===== config.mk =====
export PLATFORM = sky130hd
export DESIGN_NAME = alu_wide_sequencer
export DESIGN_NICKNAME = d
export VERILOG_FILES = /design/src/rtl/alu_instructions_pkg.sv /design/src/rtl/alu_wide_sequencer_pkg.sv /design/src/rtl/alu_wide_sequencer.sv
export SDC_FILE = /design/constraint.sdc
export NUM_CORES = 1
export LEC_CHECK = 0
export CORE_MARGIN = 2
export CORE_UTILIZATION = 47
export CTS_BUF_LIST = sky130_fd_sc_hd__clkbuf_2
export CTS_CLUSTER_DIAMETER = 60
export CTS_CLUSTER_SIZE = 40
export DETAILED_ROUTE_END_ITERATION = 6
export GPL_TIMING_DRIVEN = 0
export PLACE_DENSITY_LB_ADDON = 0.2
export SLEW_MARGIN = 25
export SYNTH_ARGS = -nofsm -noshare
export SYNTH_HDL_FRONTEND = slang
export SYNTH_SLANG_ARGS = --single-unit

===== constraint.sdc =====
create_clock -name i_clk -period 7.9 [get_ports i_clk]
set_clock_uncertainty 0.1 [all_clocks]
set_input_delay 1.58 -clock i_clk [delete_from_list [all_inputs] [get_ports i_clk]]
set_output_delay 1.58 -clock i_clk [all_outputs]
set_load 0.01 [all_outputs]

===== src/rtl/alu_instructions_pkg.sv =====
// ALU instruction encoding shared by the 32-bit ALU and its issue-side drivers.
// Contents: ALUInstruction enum (4-bit opcode).
package alu_instructions_pkg;

  typedef enum logic [3:0] {
    ALU_ADD = 4'd0,
    ALU_SUB = 4'd1,
    ALU_AND = 4'd2,
    ALU_OR  = 4'd3,
    ALU_XOR = 4'd4,
    ALU_NOT = 4'd5,
    ALU_MUL = 4'd6,
    ALU_DIV = 4'd7,
    ALU_MOD = 4'd8,
    ALU_SLL = 4'd9,
    ALU_SRL = 4'd10,
    ALU_SRA = 4'd11
  } ALUInstruction;

endpackage


===== src/rtl/alu_wide_sequencer_pkg.sv =====
// Shared definitions for alu_wide_sequencer.
// Contents: sequencer state enum, ALU word width, op-classification helpers.
package alu_wide_sequencer_pkg;
  import alu_instructions_pkg::*;

  localparam int ALU_WIDTH = 32;

  typedef enum logic [1:0] {
    IDLE = 2'd0,
    LOW  = 2'd1,
    HIGH = 2'd2,
    DONE = 2'd3
  } seq_state_t;

  // Ops whose 64-bit result is exactly two independent or carry-chained 32-bit passes.
  function automatic logic is_wide_chainable(input ALUInstruction inst);
    case (inst)
      ALU_ADD, ALU_SUB, ALU_XOR, ALU_AND, ALU_OR, ALU_NOT: is_wide_chainable = 1'b1;
      default:                                            is_wide_chainable = 1'b0;
    endcase
  endfunction

  // Ops that consume and produce a carry/borrow across the half boundary.
  function automatic logic is_carry_op(input ALUInstruction inst);
    case (inst)
      ALU_ADD, ALU_SUB: is_carry_op = 1'b1;
      default:          is_carry_op = 1'b0;
    endcase
  endfunction

endpackage


===== src/rtl/alu_wide_sequencer.sv =====
// alu_wide_sequencer: runs one 64-bit ALU operation as two passes through the
// shared 32-bit ALU (low half, then high half with chained carry/borrow).
// Ports:
//   i_clk, i_rst                  clock, async active-high reset
//   i_valid/o_ready, i_inst, i_a, i_b, i_c   request handshake and operands
//   o_valid/i_ready, o_result, o_c, o_o, o_z, o_n, o_error_unsupported
//                                 result handshake, result and flags
//   o_alu_inst, o_alu_data0, o_alu_data1, o_alu_c   drive to the shared ALU
//   i_alu_result, i_alu_c, i_alu_o                  response from the shared ALU
// All outputs are registered; the ALU drive is loaded one cycle ahead of the
// pass that uses it so it is stable for the whole LOW/HIGH cycle.
module alu_wide_sequencer
  import alu_instructions_pkg::*;
  import alu_wide_sequencer_pkg::*;
#(
  parameter int WIDTH = 64
) (
  input  logic                 i_clk,
  input  logic                 i_rst,
  input  logic                 i_valid,
  output logic                 o_ready,
  input  ALUInstruction        i_inst,
  input  logic [WIDTH-1:0]     i_a,
  input  logic [WIDTH-1:0]     i_b,
  input  logic                 i_c,
  output logic                 o_valid,
  input  logic                 i_ready,
  output logic [WIDTH-1:0]     o_result,
  output logic                 o_c,
  output logic                 o_o,
  output logic                 o_z,
  output logic                 o_n,
  output logic                 o_error_unsupported,
  output ALUInstruction        o_alu_inst,
  output logic [ALU_WIDTH-1:0] o_alu_data0,
  output logic [ALU_WIDTH-1:0] o_alu_data1,
  output logic                 o_alu_c,
  input  logic [ALU_WIDTH-1:0] i_alu_result,
  input  logic                 i_alu_c,
  input  logic                 i_alu_o
);

  seq_state_t           state_r;
  ALUInstruction        inst_r;
  logic [ALU_WIDTH-1:0] a_hi_r;
  logic [ALU_WIDTH-1:0] b_hi_r;
  logic                 carry_op_r;

  // Sequencer FSM with registered handshake, result, flags and ALU drive.
  always_ff @(posedge i_clk or posedge i_rst) begin
    if (i_rst) begin
      state_r             <= IDLE;
      inst_r              <= ALU_ADD;
      a_hi_r              <= {ALU_WIDTH{1'b0}};
      b_hi_r              <= {ALU_WIDTH{1'b0}};
      carry_op_r          <= 1'b0;
      o_ready             <= 1'b1;
      o_valid             <= 1'b0;
      o_result            <= {WIDTH{1'b0}};
      o_c                 <= 1'b0;
      o_o                 <= 1'b0;
      o_z                 <= 1'b0;
      o_n                 <= 1'b0;
      o_error_unsupported <= 1'b0;
      o_alu_inst          <= ALU_ADD;
      o_alu_data0         <= {ALU_WIDTH{1'b0}};
      o_alu_data1         <= {ALU_WIDTH{1'b0}};
      o_alu_c             <= 1'b0;
    end else begin
      case (state_r)
        IDLE: begin
          if (i_valid) begin
            inst_r     <= i_inst;
            a_hi_r     <= i_a[WIDTH-1:ALU_WIDTH];
            b_hi_r     <= i_b[WIDTH-1:ALU_WIDTH];
            carry_op_r <= is_carry_op(i_inst);
            o_ready    <= 1'b0;
            o_result   <= {WIDTH{1'b0}};
            o_c        <= 1'b0;
            o_o        <= 1'b0;
            o_z        <= 1'b0;
            o_n        <= 1'b0;
            if (is_wide_chainable(i_inst)) begin
              // Preload the low pass; bitwise ops get a zero carry-in.
              state_r             <= LOW;
              o_error_unsupported <= 1'b0;
              o_alu_inst          <= i_inst;
              o_alu_data0         <= i_a[ALU_WIDTH-1:0];
              o_alu_data1         <= i_b[ALU_WIDTH-1:0];
              o_alu_c             <= is_carry_op(i_inst) ? i_c : 1'b0;
            end else begin
              // Unsupported op never reaches the ALU; report it straight away.
              state_r             <= DONE;
              o_valid             <= 1'b1;
              o_error_unsupported <= 1'b1;
            end
          end else begin
            state_r <= IDLE;
          end
        end

        LOW: begin
          o_result[ALU_WIDTH-1:0] <= i_alu_result;
          // Preload the high pass; the chain carry is only meaningful for ADD/SUB.
          o_alu_inst  <= inst_r;
          o_alu_data0 <= a_hi_r;
          o_alu_data1 <= b_hi_r;
          o_alu_c     <= carry_op_r ? i_alu_c : 1'b0;
          state_r     <= HIGH;
        end

        HIGH: begin
          o_result[WIDTH-1:ALU_WIDTH] <= i_alu_result;
          o_c     <= carry_op_r ? i_alu_c : 1'b0;
          o_o     <= carry_op_r ? i_alu_o : 1'b0;
          o_z     <= (i_alu_result == {ALU_WIDTH{1'b0}}) &&
                     (o_result[ALU_WIDTH-1:0] == {ALU_WIDTH{1'b0}});
          o_n     <= i_alu_result[ALU_WIDTH-1];
          // Park the ALU on a harmless ADD of zeros outside the two passes.
          o_alu_inst  <= ALU_ADD;
          o_alu_data0 <= {ALU_WIDTH{1'b0}};
          o_alu_data1 <= {ALU_WIDTH{1'b0}};
          o_alu_c     <= 1'b0;
          o_valid     <= 1'b1;
          state_r     <= DONE;
        end

        DONE: begin
          if (i_ready) begin
            o_valid <= 1'b0;
            o_ready <= 1'b1;
            state_r <= IDLE;
          end else begin
            state_r <= DONE;
          end
        end

        default: begin
          state_r     <= IDLE;
          o_valid     <= 1'b0;
          o_ready     <= 1'b1;
          o_alu_inst  <= ALU_ADD;
          o_alu_data0 <= {ALU_WIDTH{1'b0}};
          o_alu_data1 <= {ALU_WIDTH{1'b0}};
          o_alu_c     <= 1'b0;
        end
      endcase
    end
  end

endmodule


==> flow_metrics.py <==
metrics = {
    "placement": {
        "dp_hpwl_microns": 18500,
        "gp_congestion": 0.841,
        "portBuffers": 310,
        "dpl.cell_count": 1283,
    },
    "clocking": {
        "cts_setup_buffers": 0,
        "clk_path_buf_depth": 3,
        "ctsHoldBuffers": 0,
        "clockRootBuffer": "clkbuf_2",
        "clk_latency_ps": 780,
        "ctsResizeCount": 0,
        "cts_tree": "done",
        "cts.clk_slew.worst_paths_ps": 380,
        "numClockSinks": 210,
        "cts_buffers": 15,
        "cts-htree-levels": 1,
    },
    "global_route": {
        "antenna_found_initial": 1,
        "grt_use_total": 0.240,
        "overflow": 0,
        "grt_max_degree": 87,
        "grt_pass1_vias": 6981,
        "grt_pass1_wl_microns": 38200,
    },
    "layout": {
        "final_cell_mix": "clkdlybuf4s50_1 (310), dfrtp_1 (209), mux2_2 (124)",
        "fin_nets": 1242,
        "drive_above_1_share": 0.177,
        "fillCellCount": 1427,
        "final_common_cell": "clkdlybuf4s50_1",
        "stdcell_count": 1310,
        "finish.utilization": 0.673,
        "area_delta_synth_final_pct": 40.5,
    },
    "route": {
        "vias_per_cell": 5.26,
        "post_drt_wl_per_cell_microns": 18.7,
        "vias": 6894,
        "top_layer_used": "met4",
        "drt_iter0_drc": 253,
        "wl_microns": 24500,
        "wl_met3_microns": 1790,
        "ant_nets": 0,
        "drc": 0,
        "drt-met1-wl_microns": 10700,
        "dr.pass1.iters": 4,
        "route.met2.wl_microns": 11400,
    },
    "worst_setup_path": {
        "critPathKind": "flop to output pin",
        "worstPathMaxFanout": 3,
        "slowest_stage": "dfstp_2",
        "crit_family": "flip-flops",
        "worst_setup_path_start_kind": "flop",
        "cp_cell_sequence": "clkdlybuf4s50_1",
        "cp_num_buf_inv": 1,
        "cp.arrival_ps": 1920,
        "worstPathRequired_ps": 6220,
        "end_kind": "output pin",
        "cp_slowest_stage_delay_ps": 610,
    },
    "floorplan": {
        "die-height_microns": 142,
        "fp-row-count": 50,
        "core_area_sq_um": 18700,
        "ios": 311,
        "chipWidth_microns": 142,
        "die-area_sq_um": 20200,
        "initial_core_util": 0.479,
    },
    "sta": {
        "slew_violations": 0,
        "rsz0062_at_grt": "false",
        "fin_crit_sh": 0.456,
        "setup_viol": 0,
        "maxClockFrequency_mhz": 278,
        "whs_ps": 437,
        "slew_headroom": 0.639,
        "worst_pin_slew_ps": 527,
        "period_minus_slack_ps": 3600,
        "hold_viol": 0,
        "tns_ps": 0,
    },
    "yosys": {
        "synthArstFlopShare": 1.00,
        "synth.largest_area_cell": "dfrtp_1",
        "synth_edf_count": 0,
        "synth.ff_latch_count": 210,
        "syn_inst": 737,
        "syn_area_per_cell_sq_um": 12.2,
        "synth_area_leaders": "dfrtp_1 (58%), mux2_2 (16%), a22o_1 (6.3%)",
        "yosys.cell_types.count": 32,
        "syn_area_sq_um": 8960,
        "synth_fp_nets": 913,
        "yosysTopAreaCellShare": 0.584,
        "synth-main-ff-cell": "dfrtp_1",
        "synth-seq-area-share": 0.586,
        "ys_warn_count": 0,
    },
    "hold_path": {
        "hold_path_class": "flop to flop",
    },
    "pwr": {
        "irDropWorstVdd_mv": 0.235,
        "total_leakage_power_nw": 5.64,
        "powerDensity_nw_per_um2": 387,
    },
    "job": {
        "drv_cap": 0,
    },
    "status": {
        "outcome": "completed",
    },
}
## through the flow
| step | worst slack (ps) | power [W] | cell area [sq um] |
|---|---|---|---|
| finish | 4300 | 0.00488 | 12600 |
| global route | 4180 | 0.00521 | 12600 |
| CTS | 4220 | 0.00492 | 12600 |
| detailed placement | 4120 | 0.00447 | 12400 |
| global placement | -2390 | 0.00439 | 12400 |
| floorplan | 484 | 0.00333 | 8960 |
## Yosys cell counts, types with 3 or more instances
cell	n
dfrtp_1	209
mux2_2	124
o21ai_0	75
inv_1	73
a22o_1	64
nand2_1	54
nand3_1	27
buf_2	24
clkbuf_1	18
nor4_1	15
mux2_4	10
ha_1	5
a21oi_1	4
and2_1	4
nand2b_1	4
buf_1	3
buf_4	3
nand4_1	3
## cell type report
type	count	area, sq um	area share
sequential	210	5260	0.417
multi-input combinational	404	3180	0.253
timing repair buffer	312	3160	0.251
tap	234	293	0.0232
inverter	73	282	0.0224
buffer	50	248	0.0197
clock inverter	9	87.6	0.00695
clock buffer	16	80.1	0.00636
antenna	2	5.00	0.000397
## path summary, 6_finish.rpt
path | to | cells after the start | slack, ps | from
max | o_ready | 1 | 4300 | o_ready
min | inst_r[3] | 2 | 440 | inst_r[3]
max reg2reg | o_alu_data1[23] | 9 | 5570 | state_r[0]
min reg2reg | inst_r[3] | 2 | 440 | inst_r[3]
max in group asynchronous | o_ready | 4 | 5440 | i_rst
min in group asynchronous | o_alu_data1[1] | 2 | 1070 | i_rst
## layer usage
metal | up-vias | GRT usage
met2 | 249 | 0.388
met3 | 41 | 0.0515
li1 | 3234 | -
met5 | - | 0
met1 | 3370 | 0.331
met4 | 0 | 0.0668
## kinds of logic after synthesis
group                      share of synthesized area
AOI/OAI and AO/OA                              0.114
and+or+nand+nor                               0.0599
DFF                                            0.586
adders and majority gates                    0.00698
muxes                                          0.175
buffers and inverters                         0.0582
## sequential cells by signal, summed over array words and instances, names as in the netlist, 2 cells and up
register     flops
a_hi_r          32
b_hi_r          32
inst_r           4
o_alu_data0     32
o_alu_data1     32
o_alu_inst       4
o_result        64
state_r          2
## report_power, final
part / leakage (nW) / switching, W / internal, W
combinational: 2.92 / 0.00116 / 0.00141
sequential: 2.62 / 0.000272 / 0.00157
clock: 0.110 / 0.000355 / 0.000105
total: 5.64 / 0.00179 / 0.00309
Power figures use the tool's default switching activity.
==> edit: new RTL, same settings <==
Register the output `o_error_unsupported` once more, with the module's reset; this adds one clock of latency there. The other outputs are not delayed to match.
--- a/src/rtl/alu_wide_sequencer.sv
+++ b/src/rtl/alu_wide_sequencer.sv
@@ -40,6 +40,8 @@
   input  logic                 i_alu_o
 );
 
+  logic o_error_unsupported_s0;
+
   seq_state_t           state_r;
   ALUInstruction        inst_r;
   logic [ALU_WIDTH-1:0] a_hi_r;
@@ -61,7 +63,7 @@
       o_o                 <= 1'b0;
       o_z                 <= 1'b0;
       o_n                 <= 1'b0;
-      o_error_unsupported <= 1'b0;
+      o_error_unsupported_s0 <= 1'b0;
       o_alu_inst          <= ALU_ADD;
       o_alu_data0         <= {ALU_WIDTH{1'b0}};
       o_alu_data1         <= {ALU_WIDTH{1'b0}};
@@ -83,7 +85,7 @@
             if (is_wide_chainable(i_inst)) begin
               // Preload the low pass; bitwise ops get a zero carry-in.
               state_r             <= LOW;
-              o_error_unsupported <= 1'b0;
+              o_error_unsupported_s0 <= 1'b0;
               o_alu_inst          <= i_inst;
               o_alu_data0         <= i_a[ALU_WIDTH-1:0];
               o_alu_data1         <= i_b[ALU_WIDTH-1:0];
@@ -92,7 +94,7 @@
               // Unsupported op never reaches the ALU; report it straight away.
               state_r             <= DONE;
               o_valid             <= 1'b1;
-              o_error_unsupported <= 1'b1;
+              o_error_unsupported_s0 <= 1'b1;
             end
           end else begin
             state_r <= IDLE;
@@ -148,5 +150,13 @@
     end
   end
 
+  always_ff @(posedge i_clk or posedge i_rst) begin
+    if (i_rst) begin
+      o_error_unsupported <= '0;
+    end else begin
+      o_error_unsupported <= o_error_unsupported_s0;
+    end
+  end
+
 endmodule
 
Behaviour: not the same (Yosys sat finds a counterexample within 4 cycles, from zero or initial values and one cycle with i_rst high).
==> edit against the unedited design <==
- non-clock buffer count fell by 1
- clock power rose by 5.2%
- power decreased by 0.35%
- synthesized area is 0.11% higher
- wire length decreased by 0.66%
- first-iteration DRC count grew 2.4%
- sequential cell count rose by 1
- synthesized cell count is 0.41% higher
- final area grew 0.17%
- combinational power is 2% lower
- global-route usage shrank 0.13 points
- setup slack worse by 51 ps
- critical endpoint unchanged
- largest cell class unchanged
- highest routed layer unchanged
==> edit: results <==
{
  "fin_crit_ps": 3650,
  "grt_pass1_vias": 6966,
  "worstMarginPinSlew_ps": 634,
  "num_antenna_cells": 3,
  "placedCellCount": 1285,
  "holdPathEnd": "o_error_unsupported",
  "pre_cts_ws_ps": 4090,
  "dp_hpwl_mm": 18.1,
  "grt_max_degree": 85,
  "area_share_nonclk_buffers": 0.270,
  "hold_start": "o_error_unsupported_s0",
  "seqCellArea_sq_mm": 0.00528,
  "routed_wl_mm": 24.3,
  "critPathCapture": "o_ready",
  "antenna_found_initial": 3,
  "status": "completed",
  "seq_cell_count": 211,
  "syn_nets": 916,
  "place_area_sq_mm": 0.0124,
  "switchingPower_mw": 1.80,
  "ir_drop_mv": 0.238,
  "clkSlewWorstSetupHoldPaths_ps": 400,
  "synth_common_cells": "dfrtp_1 (210), mux2_2 (123), o21ai_0 (73), inv_1 (72), a22o_1 (64)",
  "whs_path_depth": 0,
  "wl_per_cell_um": 18.5,
  "cp.arrival_ps": 1970,
  "max_stage_delay_ps": 630,
  "place_congestion": 0.877,
  "cts_buffer_depth": 3,
  "multi_input_area_share": 0.251,
  "final-clk-cell-share": 0.0148,
  "nNonClkBuffers": 361,
  "portBuffers": 309,
  "reg2reg_to": "o_result[37]",
  "timing.hold.ws_ps": 337,
  "htreeDepth": 1,
  "multi_input_comb_cells": 407,
  "dr.first_iter.drc_count": 259,
  "finish.utilization": 0.674,
  "ys_types": 35,
  "p_leak_nw": 5.62,
  "inv_count": 72,
  "drive_above_1_share": 0.173,
  "rr_startpoint": "state_r[0]",
  "post-cts-setup-buffers": 0,
  "syn_inst": 740,
  "num_vias": 6933,
  "grt_use_total": 0.239,
  "reg2reg_depth": 6,
  "grt_pass1_wl_mm": 38.1,
  "nets": 1244,
  "synth_seq_area_share": 0.589,
  "worst-r2r-setup-slack_ps": 5480,
  "critPathSlowestCell": "dfstp_2",
  "fillers": 1469,
  "largest_register_ffs": 63,
  "dr.pass1.iters": 5,
  "ys_top_cells_by_area": "dfrtp_1 (59%), mux2_2 (15%), a22o_1 (6.2%), o21ai_0 (4.1%), inv_1 (3.0%)"
}
-- edit: cell types whose count changed in the layout (fill, tap and decap cells not counted), sizes merged, moves of 2 or more --
cell,before,now
nand2b,4,2
nor3,1,4
clkinv,4,1
a21oi,6,8
-- edit: power groups by stage --
stage | clock network (mW) | registers [mW] | logic [mW]
after floorplan | 0 | 1.95 | 1.35
after global placement | 0 | 1.85 | 2.51
after detailed placement | 0 | 1.87 | 2.57
after CTS | 0.502 | 1.84 | 2.58
after global routing | 0.544 | 1.90 | 2.76
final | 0.484 | 1.84 | 2.54
-- edit: cells by family (layout without fill, tap and decap cells) --
logic type,after synthesis,count (layout),share of synthesized area
fa+ha+maj,5,5,0.00697
simple gates,115,115,0.0607
mux,136,136,0.171
flops,211,211,0.589
other cells,0,3,0
buf+inv,122,458,0.0583
compound gates,151,151,0.115
-- edit: layer usage --
layer  GRT usage  wire (um)  vias up
li1            -          -     3244
met1       0.320      10300     3378
met2       0.383      11400      261
met3      0.0602       1950       50
met4      0.0816        753        0
met5           0          0        -
